### src/rtl/float_cmp_issuer_if.sv
// Bundled request, compare-core stream and response signals for float_cmp_issuer.
interface float_cmp_issuer_if #(
    parameter int unsigned SIZE    = 32,
    parameter int unsigned TAG_W   = 4,
    parameter int unsigned MAX_OUT = 4
);
    localparam int unsigned CNT_W = $clog2(MAX_OUT + 1);

    logic              req_valid;
    logic              req_ready;
    logic [SIZE-1:0]   req_a;
    logic [SIZE-1:0]   req_b;
    logic [TAG_W-1:0]  req_tag;

    logic [SIZE-1:0]   m_axis_a_tdata;
    logic              m_axis_a_tvalid;
    logic              m_axis_a_tready;
    logic [SIZE-1:0]   m_axis_b_tdata;
    logic              m_axis_b_tvalid;
    logic              m_axis_b_tready;

    logic [7:0]        s_axis_result_tdata;
    logic              s_axis_result_tvalid;
    logic              s_axis_result_tready;

    logic              resp_valid;
    logic              resp_ready;
    logic              resp_lt;
    logic [TAG_W-1:0]  resp_tag;

    logic [CNT_W-1:0]  outstanding;
    logic              err_orphan;

    // Issuer side
    modport slave (
        input  req_valid, req_a, req_b, req_tag,
        input  m_axis_a_tready, m_axis_b_tready,
        input  s_axis_result_tdata, s_axis_result_tvalid,
        input  resp_ready,
        output req_ready,
        output m_axis_a_tdata, m_axis_a_tvalid, m_axis_b_tdata, m_axis_b_tvalid,
        output s_axis_result_tready,
        output resp_valid, resp_lt, resp_tag,
        output outstanding, err_orphan
    );

    // Requester / compare-core / consumer side
    modport master (
        output req_valid, req_a, req_b, req_tag,
        output m_axis_a_tready, m_axis_b_tready,
        output s_axis_result_tdata, s_axis_result_tvalid,
        output resp_ready,
        input  req_ready,
        input  m_axis_a_tdata, m_axis_a_tvalid, m_axis_b_tdata, m_axis_b_tvalid,
        input  s_axis_result_tready,
        input  resp_valid, resp_lt, resp_tag,
        input  outstanding, err_orphan
    );
endinterface

### src/rtl/float_cmp_issuer.sv
// Issues float compare operand pairs to an external compare core and returns
// the less-than results to the caller in issue order, tagged.
module float_cmp_issuer #(
    parameter int unsigned SIZE    = 32,
    parameter int unsigned TAG_W   = 4,
    parameter int unsigned MAX_OUT = 4
) (
    input logic               aclk,
    input logic               aresetn,
    float_cmp_issuer_if.slave bus
);
    localparam int unsigned CNT_W = $clog2(MAX_OUT + 1);
    localparam int unsigned PTR_W = (MAX_OUT > 1) ? $clog2(MAX_OUT) : 1;

    typedef enum logic {IDLE = 1'b0, ISSUE = 1'b1} state_t;

    state_t            state;
    logic [SIZE-1:0]   a_q;
    logic [SIZE-1:0]   b_q;
    logic [TAG_W-1:0]  tag_q;
    logic              a_tvalid_q;
    logic              b_tvalid_q;
    logic              req_ready_q;
    logic              alive_q;
    logic              resp_valid_q;
    logic              resp_lt_q;
    logic [TAG_W-1:0]  resp_tag_q;
    logic [CNT_W-1:0]  count_q;
    logic              err_q;
    logic [PTR_W-1:0]  wr_ptr;
    logic [PTR_W-1:0]  rd_ptr;
    logic [TAG_W-1:0]  fifo_mem [MAX_OUT];

    logic              req_hs;
    logic              a_hs;
    logic              b_hs;
    logic              issue_done;
    logic              res_tready;
    logic              res_hs;
    logic              push;
    logic              pop;
    logic              orphan;
    logic              next_idle;
    logic [CNT_W-1:0]  count_nxt;
    logic              unused_ok;

    function automatic logic [PTR_W-1:0] ptr_inc(input logic [PTR_W-1:0] p);
        return (p == PTR_W'(MAX_OUT - 1)) ? '0 : p + PTR_W'(1);
    endfunction

    // Handshake decode; a channel counts as done once its tvalid has dropped
    // or it handshakes this cycle.
    assign req_hs     = bus.req_valid && req_ready_q;
    assign a_hs       = a_tvalid_q && bus.m_axis_a_tready;
    assign b_hs       = b_tvalid_q && bus.m_axis_b_tready;
    assign issue_done = (state == ISSUE) && (!a_tvalid_q || a_hs) && (!b_tvalid_q || b_hs);
    assign res_tready = alive_q && (!resp_valid_q || bus.resp_ready);
    assign res_hs     = bus.s_axis_result_tvalid && res_tready;
    assign push       = issue_done;
    assign pop        = res_hs && (count_q != '0);
    assign orphan     = res_hs && (count_q == '0);
    assign next_idle  = ((state == IDLE) && !req_hs) || issue_done;
    assign unused_ok  = ^bus.s_axis_result_tdata[7:1];

    always_comb begin
        count_nxt = count_q;
        if (push && !pop)
            count_nxt = count_q + CNT_W'(1);
        else if (!push && pop)
            count_nxt = count_q - CNT_W'(1);
    end

    always_ff @(posedge aclk or negedge aresetn) begin
        if (!aresetn) begin
            state        <= IDLE;
            a_q          <= '0;
            b_q          <= '0;
            tag_q        <= '0;
            a_tvalid_q   <= 1'b0;
            b_tvalid_q   <= 1'b0;
            req_ready_q  <= 1'b0;
            alive_q      <= 1'b0;
            resp_valid_q <= 1'b0;
            resp_lt_q    <= 1'b0;
            resp_tag_q   <= '0;
            count_q      <= '0;
            err_q        <= 1'b0;
            wr_ptr       <= '0;
            rd_ptr       <= '0;
        end else begin
            alive_q     <= 1'b1;
            count_q     <= count_nxt;
            req_ready_q <= next_idle && (count_nxt < CNT_W'(MAX_OUT));

            case (state)
                IDLE: begin
                    if (req_hs) begin
                        state      <= ISSUE;
                        a_q        <= bus.req_a;
                        b_q        <= bus.req_b;
                        tag_q      <= bus.req_tag;
                        a_tvalid_q <= 1'b1;
                        b_tvalid_q <= 1'b1;
                    end
                end
                ISSUE: begin
                    if (a_hs)       a_tvalid_q <= 1'b0;
                    if (b_hs)       b_tvalid_q <= 1'b0;
                    if (issue_done) state      <= IDLE;
                end
                default: state <= IDLE;
            endcase

            if (push) wr_ptr <= ptr_inc(wr_ptr);

            // A newly loaded result wins over draining the response register.
            if (pop) begin
                rd_ptr       <= ptr_inc(rd_ptr);
                resp_valid_q <= 1'b1;
                resp_lt_q    <= bus.s_axis_result_tdata[0];
                resp_tag_q   <= fifo_mem[rd_ptr];
            end else if (resp_valid_q && bus.resp_ready) begin
                resp_valid_q <= 1'b0;
            end

            if (orphan) err_q <= 1'b1;
        end
    end

    // Tag storage; emptiness is tracked by count_q, so contents need no reset.
    always_ff @(posedge aclk) begin
        if (push) fifo_mem[wr_ptr] <= tag_q;
    end

    assign bus.req_ready            = req_ready_q;
    assign bus.m_axis_a_tdata       = a_q;
    assign bus.m_axis_a_tvalid      = a_tvalid_q;
    assign bus.m_axis_b_tdata       = b_q;
    assign bus.m_axis_b_tvalid      = b_tvalid_q;
    assign bus.s_axis_result_tready = res_tready;
    assign bus.resp_valid           = resp_valid_q;
    assign bus.resp_lt              = resp_lt_q;
    assign bus.resp_tag             = resp_tag_q;
    assign bus.outstanding          = count_q;
    assign bus.err_orphan           = err_q;
endmodule

### src/flat_wrapper.sv
// flat-port wrapper written by rule: the top's interface ports become plain ports
module float_cmp_issuer_flat 
#(
    parameter int unsigned SIZE    = 32,
    parameter int unsigned TAG_W   = 4,
    parameter int unsigned MAX_OUT = 4
)
  (aclk, aresetn, bus_req_valid, bus_req_a, bus_req_b, bus_req_tag, bus_m_axis_a_tready, bus_m_axis_b_tready, bus_s_axis_result_tdata, bus_s_axis_result_tvalid, bus_resp_ready, bus_req_ready, bus_m_axis_a_tdata, bus_m_axis_a_tvalid, bus_m_axis_b_tdata, bus_m_axis_b_tvalid, bus_s_axis_result_tready, bus_resp_valid, bus_resp_lt, bus_resp_tag, bus_outstanding, bus_err_orphan);
  float_cmp_issuer_if #(.SIZE(SIZE), .TAG_W(TAG_W), .MAX_OUT(MAX_OUT)) bus_i ();
  input logic aclk;
  input logic aresetn;
  input wire logic [$bits(bus_i.req_valid)-1:0] bus_req_valid;
  input wire logic [$bits(bus_i.req_a)-1:0] bus_req_a;
  input wire logic [$bits(bus_i.req_b)-1:0] bus_req_b;
  input wire logic [$bits(bus_i.req_tag)-1:0] bus_req_tag;
  input wire logic [$bits(bus_i.m_axis_a_tready)-1:0] bus_m_axis_a_tready;
  input wire logic [$bits(bus_i.m_axis_b_tready)-1:0] bus_m_axis_b_tready;
  input wire logic [$bits(bus_i.s_axis_result_tdata)-1:0] bus_s_axis_result_tdata;
  input wire logic [$bits(bus_i.s_axis_result_tvalid)-1:0] bus_s_axis_result_tvalid;
  input wire logic [$bits(bus_i.resp_ready)-1:0] bus_resp_ready;
  output wire logic [$bits(bus_i.req_ready)-1:0] bus_req_ready;
  output wire logic [$bits(bus_i.m_axis_a_tdata)-1:0] bus_m_axis_a_tdata;
  output wire logic [$bits(bus_i.m_axis_a_tvalid)-1:0] bus_m_axis_a_tvalid;
  output wire logic [$bits(bus_i.m_axis_b_tdata)-1:0] bus_m_axis_b_tdata;
  output wire logic [$bits(bus_i.m_axis_b_tvalid)-1:0] bus_m_axis_b_tvalid;
  output wire logic [$bits(bus_i.s_axis_result_tready)-1:0] bus_s_axis_result_tready;
  output wire logic [$bits(bus_i.resp_valid)-1:0] bus_resp_valid;
  output wire logic [$bits(bus_i.resp_lt)-1:0] bus_resp_lt;
  output wire logic [$bits(bus_i.resp_tag)-1:0] bus_resp_tag;
  output wire logic [$bits(bus_i.outstanding)-1:0] bus_outstanding;
  output wire logic [$bits(bus_i.err_orphan)-1:0] bus_err_orphan;
  assign bus_i.req_valid = bus_req_valid;
  assign bus_i.req_a = bus_req_a;
  assign bus_i.req_b = bus_req_b;
  assign bus_i.req_tag = bus_req_tag;
  assign bus_i.m_axis_a_tready = bus_m_axis_a_tready;
  assign bus_i.m_axis_b_tready = bus_m_axis_b_tready;
  assign bus_i.s_axis_result_tdata = bus_s_axis_result_tdata;
  assign bus_i.s_axis_result_tvalid = bus_s_axis_result_tvalid;
  assign bus_i.resp_ready = bus_resp_ready;
  assign bus_req_ready = bus_i.req_ready;
  assign bus_m_axis_a_tdata = bus_i.m_axis_a_tdata;
  assign bus_m_axis_a_tvalid = bus_i.m_axis_a_tvalid;
  assign bus_m_axis_b_tdata = bus_i.m_axis_b_tdata;
  assign bus_m_axis_b_tvalid = bus_i.m_axis_b_tvalid;
  assign bus_s_axis_result_tready = bus_i.s_axis_result_tready;
  assign bus_resp_valid = bus_i.resp_valid;
  assign bus_resp_lt = bus_i.resp_lt;
  assign bus_resp_tag = bus_i.resp_tag;
  assign bus_outstanding = bus_i.outstanding;
  assign bus_err_orphan = bus_i.err_orphan;
  float_cmp_issuer #(.SIZE(SIZE), .TAG_W(TAG_W), .MAX_OUT(MAX_OUT)) u_core (.aclk(aclk), .aresetn(aresetn), .bus(bus_i));
endmodule
### config.mk
export PLATFORM = sky130hd
export DESIGN_NAME = float_cmp_issuer_flat
export DESIGN_NICKNAME = d
export VERILOG_FILES = /design/src/rtl/float_cmp_issuer_if.sv /design/src/rtl/float_cmp_issuer.sv /design/src/flat_wrapper.sv
export SDC_FILE = /design/constraint.sdc
export NUM_CORES = 1
export LEC_CHECK = 0
export ABC_AREA = 1
export BUFFER_PORTS_ARGS = -buffer_cell sky130_fd_sc_hd__buf_4
export CAP_MARGIN = 25
export CORE_ASPECT_RATIO = 0.75
export CORE_MARGIN = 10
export CORE_UTILIZATION = 29
export DETAILED_ROUTE_END_ITERATION = 10
export PLACE_DENSITY = 0.58
export SLEW_MARGIN = 20
export SYNTH_ARGS = -nofsm -noshare
export SYNTH_HDL_FRONTEND = slang
export SYNTH_SLANG_ARGS = --single-unit
### constraint.sdc
create_clock -name aclk -period 1.5 [get_ports aclk]
set_input_delay 0.075 -clock aclk [delete_from_list [all_inputs] [get_ports aclk]]
set_output_delay 0.075 -clock aclk [all_outputs]
set_load 0.05 [all_outputs]
## Yosys cells after proc, flatten, opt, wreduce, memory -nomap -nowiden

Memories as Yosys holds them, arrays and structs flattened. A register that Yosys moved wholly into a read port is not among the register bits.
Index checks and enable logic that the tools add are counted.

- Bits in registers: 83
- Bits in writable memories: 16
- Input bits: 83
- Output and inout bits: 78
- Word-level logic and storage cells: 73
- Memories: 1

Memories:

| name | depth | bits a word | read ports | clocked after Yosys merged registers in | write ports | RTL line | text |
|---|---|---|---|---|---|---|---|
| u_core.fifo_mem | 4 | 4 | 1 | 1 | 1 | float_cmp_issuer.sv:32 | `logic [TAG_W-1:0] fifo_mem [MAX_OUT];` |

- Add/sub/neg operators: 4
- Order comparisons: 1
- Eq/ne operators: 5
- Multiplexer cells: 16
- Bitwise operators: 1
- Reductions and logical operators: 31

Operators with widths:

| cell | number |
|---|---|
| logical AND 1 bit | 14 |
| 2-to-1 mux 1 bit | 9 |
| logical NOT 1 bit | 7 |
| 2-to-1 mux 3 bit | 2 |
| case mux 1 bit (2 select lines) | 3 |
| AND reduction 2 bit | 3 |
| adder 2 x 1 -> 2 bit, second input constant | 2 |
| == test 2 bit, second input constant | 2 |
| logical OR 1 bit | 4 |
| 2-to-1 mux 2 bit | 2 |
| != test 2 bit, second input constant | 2 |
| adder 3 x 1 -> 3 bit, second input constant | 1 |
| logical NOT 3 bit | 1 |
| less-than comparator 3 bit, second input constant | 1 |
| nonzero test 3 bit | 1 |
| subtractor 3 x 1 -> 3 bit, second input constant | 1 |
| != test 2 x 1 -> 1 bit, second input constant | 1 |
| nonzero test 2 bit | 1 |
| NOT 1 bit | 1 |

## Depth between registers and ports, before layout

- Word-level depth: 10
- Gate-level depth with buffers: 12
- Gate-level depth less buffers: 12

## Least setup slack after synthesis

OpenSTA, ideal clock, no wires.

- Kind: register to register
- Start: reg u_core.count_q[0], in the netlist u_core.bus.outstanding[0]
- End: reg u_core.count_q[1], in the netlist u_core.bus.outstanding[1]
- Setup time: 0.130 ns
- Arrival time: 1.855 ns
- Data required time: 1.370 ns
- Setup slack: -0.484 ns
- Stages on the path, launching flop included: 8
- Buffers on the path: 0
- Period minus slack after synthesis: 1.984 ns
- Cells stage by stage: dfrtp_1 inv_1 ha_1 nand2_1 nand4_2 ha_1 a21oi_1 a22oi_1

- Word-level cells in the longest chain between the ends: 5
- Elaborated cells between the ends (all ways): 9
- Classes of those cells: add/sub: 2; mux: 2; reduce/logical: 5

Ends and longest elaborated chain:

| item | RTL line | text |
|---|---|---|
| start: declaration | float_cmp_issuer.sv:28 | `logic [CNT_W-1:0] count_q;` |
| start signal: assignment | float_cmp_issuer.sv:92 | `count_q <= count_nxt;` |
| branches (longest 4 deep; another with subtractor 3 x 1 -> 3 bit) | - |  |
| 2-to-1 mux 3 bit * | float_cmp_issuer.sv:67 | `if (push && !pop)` |

Every way passes the cells marked *.
A chain may end at the register's enable or synchronous reset.

## Worst setup path in the final report

- Start: reg u_core.count_q[1], in the netlist u_core.bus.outstanding[1]
- End: reg u_core.req_ready_q, in the netlist u_core.bus.req_ready

- Word-level cells in the longest chain between the ends: 7
- Elaborated cells between the ends (all ways): 11
- Classes of those cells: add/sub: 2; order compare: 1; mux: 2; reduce/logical: 6

Ends and longest elaborated chain:

| item | RTL line | text |
|---|---|---|
| nonzero test 3 bit * | float_cmp_issuer.sv:60 | `assign pop = res_hs && (count_q != '0);` |
| logical AND 1 bit * | float_cmp_issuer.sv:60 |  |
| via u_core.pop | float_cmp_issuer.sv:41 | `logic pop;` |
| logical AND 1 bit or logical NOT 1 bit (tied branches) | float_cmp_issuer.sv:69, float_cmp_issuer.sv:67 |  |
| 2-to-1 mux 3 bit or logical AND 1 bit (tied branches) | float_cmp_issuer.sv:69, float_cmp_issuer.sv:67 |  |
| 2-to-1 mux 3 bit * | float_cmp_issuer.sv:67 |  |
| less-than comparator 3 bit * | float_cmp_issuer.sv:93 | `req_ready_q <= next_idle && (count_nxt < CNT_W'(MAX_OUT));` |
| logical AND 1 bit * | float_cmp_issuer.sv:93 |  |
| end signal: assignment | float_cmp_issuer.sv:93 |  |
| end: declaration | float_cmp_issuer.sv:23 | `logic req_ready_q;` |

Mark *: on every way through the listed nets, which the timed path passes. The rest lies on a longest branch.

==> impl_metrics.json <==
{
  "core_sq_um": 14600,
  "fin_crit_ns": 1.419,
  "die_y_um": 126.0,
  "worstSetupEndpointType": "register",
  "drc_errors": 0,
  "irDropWorstVdd_mv": 1.379,
  "postSynth.asyncResetShare_pct": 84.47,
  "drv_slew": 0,
  "fin_setup_tns_ns": 0,
  "switching_share_pct": 49.32,
  "tightestPinTransition_ns": 0.5048,
  "ys.flop_type": "dfrtp_1",
  "outcome": "completed",
  "p_leak_nw": 3.594,
  "period_share_pct": 94.57,
  "dr.pass1.iters": 4,
  "critPathArrivalTime_ns": 1.69,
  "postRouteAntennaNets": 0,
  "cts_buffers": 9,
  "gr-usage-all-layers_pct": 13.04,
  "syn_to_final_growth_pct": 59.18,
  "wl_per_cell_um": 14.49,
  "layout_commonest_cell": "nand2_1",
  "fmax_mhz": 704.9,
  "htreeDepth": 3,
  "clock-sinks": 103,
  "die-area_sq_um": 20340,
  "grt_pass1_vias": 4315,
  "drive_above_1_share_pct": 29.68,
  "via_count": 3929,
  "layout.nets": 800,
  "min_path_type": "primary input to register",
  "drt_iter0_drc": 138,
  "fin_cells": 912,
  "seqPwrFrac_pct": 31.0,
  "synth_cell_types": 23,
  "antenna_found_initial": 0,
  "final-hold-violation-count": 0,
  "path_clk_slew_ns": 0.07,
  "synth-seq-cells": 103,
  "cts_tree": "built",
  "cts_buffer_depth": 2,
  "pwr-share-clk_pct": 13.8,
  "cp_max_fo": 4,
  "drv_cap": 0,
  "grt_max_degree": 88,
  "setup_viol": 0,
  "clk_latency_ns": 0.34,
  "yosys_warnings": 0,
  "mostFrequentLayoutCells": "nand2_1 (195), buf_4 (164), dfrtp_1 (83), nand3_1 (76), dlygate4sd3_1 (70)",
  "hpwl_um": 9164,
  "power.net_switching_w": 0.007748,
  "grt_setup_unrepaired": "yes",
  "synth-edff-count": 16,
  "fin_ws_ns": 0.08142,
  "netlist_instances": 476,
  "syn-num-nets": 570,
  "pre_cts_slack_ns": -0.06235,
  "via_per_inst": 4.308,
  "slew_headroom_pct": 66.35,
  "synth.avg_cell_area_sq_um": 9.132,
  "place_inst": 822,
  "root_buffer": "clkbuf_16",
  "finClkSkew_ns": 0.01078,
  "overflow": 0,
  "gp_congestion": 0.7474,
  "grt_pass1_wl_um": 22170,
  "rows": 38,
  "start_kind": "register",
  "die_width_um": 161.4,
  "internal-power_w": 0.007962,
  "power.share.combinational_pct": 55.2,
  "numPortBuffers": 153,
  "start_util_pct": 29.78,
  "synth_sequential_area_ratio_pct": 61.14,
  "netlist_area_sq_um": 4347,
  "io_pins": 161,
  "critPathKind": "register to register",
  "power_density_nw_per_um2": 2271,
  "drt-total-wl_um": 13220,
  "worstPathRequired_ns": 1.77
}
-- Yosys cell counts (2+ instances only) --
master    instances  share of area [%]
buf_6             2               0.52
buf_2            16                1.8
buf_4             3               0.52
inv_2             3               0.26
dfrtp_1          87                 50
nand3_1          78                9.0
inv_1            35                3.0
nand2_1         200                 17
edfxtp_1         16                 11
ha_1             11                3.2
o21ai_0           6               0.69
nor2_1            8               0.69
-- power groups by stage --
stage	clock (W)	sequential, W	combinational [W]
after global routing	0.00238	0.00503	0.00938
after floorplan	0	0.00806	0.00239
after detailed placement	0	0.00488	0.00854
final	0.00217	0.00487	0.00867
after CTS	0.00227	0.00486	0.00869
after global placement	0	0.00482	0.00845
-- worst max-delay path, stage by stage, from the launching register on --
cell	delay, ns
dfrtp_2	0.39
inv_4	0.04
ha_4	0.15
nand2_4	0.08
inv_4	0.04
nor2_4	0.12
ha_4	0.17
nand2_2	0.05
nand2_2	0.06
nand2_2	0.05
nand2_1	0.06
nand2_1	0.05
nor2_1	0.09
-- state kept, by name, indices dropped and copies added, names as in the netlist, 2 cells and up --
register,cells
u_core.tag_q,4
u_core.bus.m_axis_b_tdata,32
u_core.rd_ptr,2
u_core.bus.resp_tag,4
u_core.bus.m_axis_a_tdata,32
u_core.fifo_mem,16
u_core.wr_ptr,2
u_core.bus.outstanding,3
-- metal layers --
metal	routed length (um)	track usage, %	vias up
met5	0	0	-
met4	103	2.776	0
met3	1067	5.404	10
met2	6426	21.60	115
met1	5621	15.59	1849
li1	-	-	1955
-- path summary, 6_finish.rpt --
| kind | start | end | slack (ns) | depth (start not counted) |
|---|---|---|---|---|
| max | u_core.bus.outstanding[1] | u_core.bus.req_ready | 0.08 | 12 |
| max in group asynchronous | aresetn | u_core.tag_q[3] | 0.78 | 3 |
| min in group asynchronous | aresetn | u_core.tag_q[1] | 0.29 | 3 |
| min reg2reg | u_core.bus.m_axis_a_tdata[16] | u_core.bus.m_axis_a_tdata[16] | 0.47 | 2 |
| min | bus_s_axis_result_tvalid | u_core.bus.err_orphan | 0.07 | 3 |
| max reg2reg | u_core.bus.outstanding[1] | u_core.bus.req_ready | 0.08 | 12 |
-- what timing repair did --
item	in CTS	in global routing
setup buffers	1	2
cloned	0	0
setup endpoints to repair	3	3
hold buffers	70	0
endpoints found under the hold margin	156	0
gates resized for setup	0	14
pin swaps	1	6
-- final cells by class --
class | count | area (sq um)
Fill cell | 1356 | 7677
Sequential cell | 103 | 2663
Timing Repair Buffer | 241 | 2072
Multi-Input combinational cell | 313 | 1511
Clock buffer | 13 | 250.2
Tap cell | 200 | 250.2
Inverter | 38 | 150.1
Clock inverter | 3 | 20.02
Antenna cell | 1 | 2.502
-- per-stage QoR --
step	area, sq um	total power (W)	util [%]	hold WS [ns]
after global routing	6917	0.01679	47.39	0.07446
after CTS	6857	0.01582	46.97	0.07735
after detailed placement	5878	0.01342	40.27	0.1626
after floorplan	4408	0.01045	-	-0.2206
final	6919	0.01571	47.40	0.07436
after global placement	5878	0.01328	40.27	0.1546
-- cells by family (layout without fill, tap and decap cells) --
family / count (synthesis) / count (layout) / synth area share (%)
other: 1 / 2 / 0.08627
AOI/OAI and AO/OA: 10 / 10 / 1.324
DFF: 103 / 103 / 61.14
adders and majority gates: 11 / 11 / 3.166
and+or+nand+nor: 291 / 291 / 28.04
buffers and inverters: 60 / 295 / 6.246
Power figures use the tool's default switching activity.
